[src/rtl/if_id_register.sv]
// if_id_register: two-entry skid-buffered IF/ID pipeline register with valid/ready handshake and flush
// Build option: define IF_ID_PERF_CNT_EN to add the stall_cycles/flush_count performance counters.
// Ports:
//   clk, rst (async, active-low)   clock and reset
//   flush                          drop both entries at the next edge
//   in_valid/in_ready              fetch-side handshake; in_ready is the inverse of skid occupancy
//   in_pc, in_inst, in_pc4         fetched instruction fields
//   out_valid/out_ready            decode-side handshake
//   out_pc, out_inst, out_pc4      main-entry fields; out_inst is NOP_INST while out_valid=0
//   stall_cycles, flush_count      performance counters (IF_ID_PERF_CNT_EN builds only)
module if_id_register #(
    parameter logic [31:0] NOP_INST = 32'h00000013
) (
    input  logic        clk,
    input  logic        rst,
    input  logic        flush,
    input  logic        in_valid,
    output logic        in_ready,
    input  logic [63:0] in_pc,
    input  logic [31:0] in_inst,
    input  logic [63:0] in_pc4,
    output logic        out_valid,
    input  logic        out_ready,
    output logic [63:0] out_pc,
    output logic [31:0] out_inst,
    output logic [63:0] out_pc4
`ifdef IF_ID_PERF_CNT_EN
    ,
    output logic [31:0] stall_cycles,
    output logic [15:0] flush_count
`endif
);

    logic        m_valid, s_valid;
    logic [63:0] m_pc, m_pc4, s_pc, s_pc4;
    logic [31:0] m_inst, s_inst;
    logic        in_xfer, adv;

    // in_ready comes straight from the skid flop, so out_ready never reaches fetch combinationally
    assign in_ready  = !s_valid;
    assign in_xfer   = in_valid && !s_valid;
    // main entry can take new data when empty or being consumed this edge
    assign adv       = !m_valid || out_ready;
    assign out_valid = m_valid;
    assign out_pc    = m_pc;
    assign out_pc4   = m_pc4;
    assign out_inst  = m_valid ? m_inst : NOP_INST;

    always_ff @(posedge clk or negedge rst) begin
        if (!rst) begin
            m_valid <= 1'b0;
            m_pc    <= '0;
            m_inst  <= '0;
            m_pc4   <= '0;
            s_valid <= 1'b0;
            s_pc    <= '0;
            s_inst  <= '0;
            s_pc4   <= '0;
        end else if (flush) begin
            m_valid <= 1'b0;
            s_valid <= 1'b0;
        end else if (adv) begin
            if (s_valid) begin
                m_valid <= 1'b1;
                m_pc    <= s_pc;
                m_inst  <= s_inst;
                m_pc4   <= s_pc4;
                s_valid <= in_xfer;
                if (in_xfer) begin
                    s_pc   <= in_pc;
                    s_inst <= in_inst;
                    s_pc4  <= in_pc4;
                end
            end else begin
                m_valid <= in_xfer;
                if (in_xfer) begin
                    m_pc   <= in_pc;
                    m_inst <= in_inst;
                    m_pc4  <= in_pc4;
                end
            end
        end else if (in_xfer) begin
            s_valid <= 1'b1;
            s_pc    <= in_pc;
            s_inst  <= in_inst;
            s_pc4   <= in_pc4;
        end
    end

`ifdef IF_ID_PERF_CNT_EN
    always_ff @(posedge clk or negedge rst) begin
        if (!rst) begin
            stall_cycles <= '0;
            flush_count  <= '0;
        end else begin
            if (in_valid && s_valid && stall_cycles != 32'hFFFFFFFF)
                stall_cycles <= stall_cycles + 32'd1;
            if (flush && (m_valid || s_valid))
                flush_count <= flush_count + 16'd1;
        end
    end
`endif

endmodule

[config.mk]
export PLATFORM = sky130hd
export DESIGN_NAME = if_id_register
export DESIGN_NICKNAME = d
export VERILOG_FILES = /design/src/rtl/if_id_register.sv
export SDC_FILE = /design/constraint.sdc
export NUM_CORES = 1
export LEC_CHECK = 0
export ABC_AREA = 1
export CORE_MARGIN = 1
export CORE_UTILIZATION = 53
export CTS_BUF_LIST = sky130_fd_sc_hd__clkbuf_4
export CTS_CLUSTER_SIZE = 28
export DETAILED_ROUTE_END_ITERATION = 10
export GPL_TIMING_DRIVEN = 1
export PLACE_DENSITY = 0.83
export SLEW_MARGIN = 15
export SYNTH_ARGS = -nofsm -noshare
export SYNTH_HDL_FRONTEND = slang
export SYNTH_SLANG_ARGS = --single-unit
export TNS_END_PERCENT = 30
[constraint.sdc]
create_clock -name clk -period 1.75 [get_ports clk]
set_input_delay 0.35 -clock clk [delete_from_list [all_inputs] [get_ports clk]]
set_output_delay 0.35 -clock clk [all_outputs]
set_load 0.05 [all_outputs]
==> impl_metrics.json <==
{
  "numCtsBuffers": 83,
  "start_kind": "register",
  "area_growth_pct": 35.4,
  "arrival_ns": 1.69,
  "clockBufferDepth": 3,
  "min_path_type": "input port to asynchronous set/reset pin",
  "fin_util_pct": 73.9,
  "fillers": 2033,
  "synth-edff-count": 0,
  "num_rows": 60,
  "grt_pass1_wl_um": 71500,
  "rr_worst_depth": 6,
  "placed_area_sq_um": 18800,
  "fin_area_sq_um": 20100,
  "drt-pass1-iter-count": 6,
  "finalClockSkew_ns": 0.0422,
  "grt_pass1_vias": 14200,
  "synth_ff_type": "dfrtp_1",
  "grt_usage_pct": 31.1,
  "drt_first_iter_violations": 1887,
  "rsz0062_at_grt": "yes",
  "ys_types": 15,
  "yosysSeqAreaShare_pct": 54.3,
  "syn_inst": 1980,
  "final_nets": 2476,
  "synthesis.nets": 2145,
  "grt_overflow": 0,
  "maxCapViolCount": 0,
  "crit_type": "register to output port",
  "die_h_um": 169,
  "initial_core_util_pct": 54.6,
  "die_w_um": 169,
  "netlist_area_sq_um": 14800,
  "total_power_mw": 22.7,
  "clkSlewWorstSetupHoldPaths_ns": 0.08,
  "clock_latency_ns": 0.69,
  "p_leak_nw": 11.0,
  "wire_per_inst_um": 16.0,
  "final.setup.tns_ns": -8.78,
  "slew_violations": 0,
  "cts_tree": "built",
  "drc": 0,
  "period_share_pct": 117,
  "htreeDepth": 3,
  "yosys.cell_count.top_type": "nand2_1",
  "status": "finished with violations",
  "coreArea_sq_um": 27200,
  "hold_viol": 0,
  "max_slew_margin_pct": 60.3,
  "synth_top_area_share_pct": 54.3,
  "ys_warn_count": 0,
  "crit_required_ns": 1.40,
  "ys_top_cells_by_count": "1151 x nand2_1, 322 x dfrtp_1, 322 x nand3_1",
  "synth-seq-cells": 322,
  "io_pins": 327,
  "violations": "negative setup slack",
  "r2r_slack_ns": 0.21,
  "num_vias": 14600,
  "ir_drop_v": 0.000678,
  "cts_sinks": 322,
  "tightest_slew_ns": 0.595,
  "port_buffers": 326,
  "async_flop_share_pct": 100,
  "synth_area_per_cell_sq_um": 7.49,
  "drt-total-wl_um": 44000,
  "yosysTopAreaCell": "dfrtp_1",
  "viasPerCell": 5.32,
  "die_area_sq_um": 28700,
  "setup_violations": 34,
  "worst-path-max-fanout": 15,
  "ant_nets": 0,
  "antenna_found_initial": 6,
  "cts-root-buf": "clkbuf_4",
  "yosys-top-cells-area": "dfrtp_1 54%, nand2_1 29%, nand3_1 11%",
  "drive_gt1_share_pct": 17.9,
  "grt_max_degree": 127,
  "place_congestion": 0.860,
  "power.density_nw_per_um2": 1130,
  "fin_hold_ws_ns": 0.124,
  "end_kind": "output port",
  "fmax_mhz": 489,
  "period_minus_slack_ns": 2.04,
  "dp_hpwl_um": 27600,
  "fin_ws_ns": -0.294
}
[cells in the final DEF (no fill, tap or decap), types with 3 or more instances in the layout]
master / count
dfrtp_1: 320
clkbuf_4: 125
clkinv_1: 11
buf_4: 152
nor2_4: 3
nand3_1: 320
nand2_2: 25
nand2_1: 1123
clkinvlp_4: 10
diode_2: 5
inv_1: 3
inv_2: 23
clkdlybuf4s50_1: 163
nand2_4: 3
buf_12: 64
nor2_1: 3
[area by class of cell]
class,count,area [sq um],area share (%)
sequential,322,8060,40.1
multi-input combinational,1483,6130,30.5
timing repair buffer,386,4170,20.8
clock buffer,125,938,4.67
tap,372,465,2.32
inverter,35,184,0.916
clock inverter,18,123,0.610
antenna,5,12.5,0.0623
[report_power, final]
part / leakage [nW] / switching [mW] / internal (mW)
sequential: 4.04 / 0.926 / 8.98
combinational: 6.31 / 4.02 / 2.15
clock: 0.641 / 3.05 / 3.54
[flip-flops by register name (all words and copies together) (netlist names)]
| register | flops |
|---|---|
| out_valid | 1 |
| s_inst | 32 |
| s_pc4 | 64 |
| out_pc | 64 |
| s_valid | 1 |
| out_pc4 | 64 |
| s_pc | 64 |
| m_inst | 32 |
[stage by stage]
stage	cells	setup slack [ns]
finish	2746	-0.294
global placement	2594	-0.0364
CTS	2741	-0.340
floorplan	1980	0.0559
global route	2746	-0.362
detailed placement	2594	-0.103
[cell families (layout without fill, tap and decap cells)]
kind of cell	Yosys count	count (layout)	synth area share (%)
buffers and inverters	175	564	5.27
flip-flops	322	322	54.3
AND/OR/NAND/NOR	1483	1483	40.4
other	0	5	0
[worst max-delay path, stage by stage (launching register included)]
cell and delay [ns]:
dfrtp_2 0.46, buf_12 0.18, nand2_2 0.08, clkinvlp_4 0.12
buf_12 0.16
[final timing paths]
| path | startpoint | to |
|---|---|---|
| min in group clk | in_pc[57] | s_pc[57] |
| max reg2reg | s_valid | out_pc[0] |
| min | rst | s_pc[46] |
| max | out_valid | out_inst[22] |
| max in group asynchronous | rst | out_pc[2] |
| min reg2reg | s_pc[17] | s_pc[17] |
[what timing repair did]
| item | 4_1_cts | 5_1_grt |
|---|---|---|
| hold endpoints to repair | 322 | 0 |
| cloned | 2 | 0 |
| setup buffers | 2 | 0 |
| endpoints found under the setup margin | 34 | 34 |
| hold buffers | 1 | 0 |
| gates resized for setup | 48 | 13 |
[layer usage]
metal | vias to the layer above | global-route usage, % | wire [um]
met5 | - | 0 | 0
met3 | 102 | 6.30 | 3820
met4 | 0 | 13.5 | 1510
met2 | 736 | 49.4 | 20800
li1 | 6868 | - | -
met1 | 6895 | 41.7 | 17900
No activity file was read; power rests on OpenSTA's default activity.
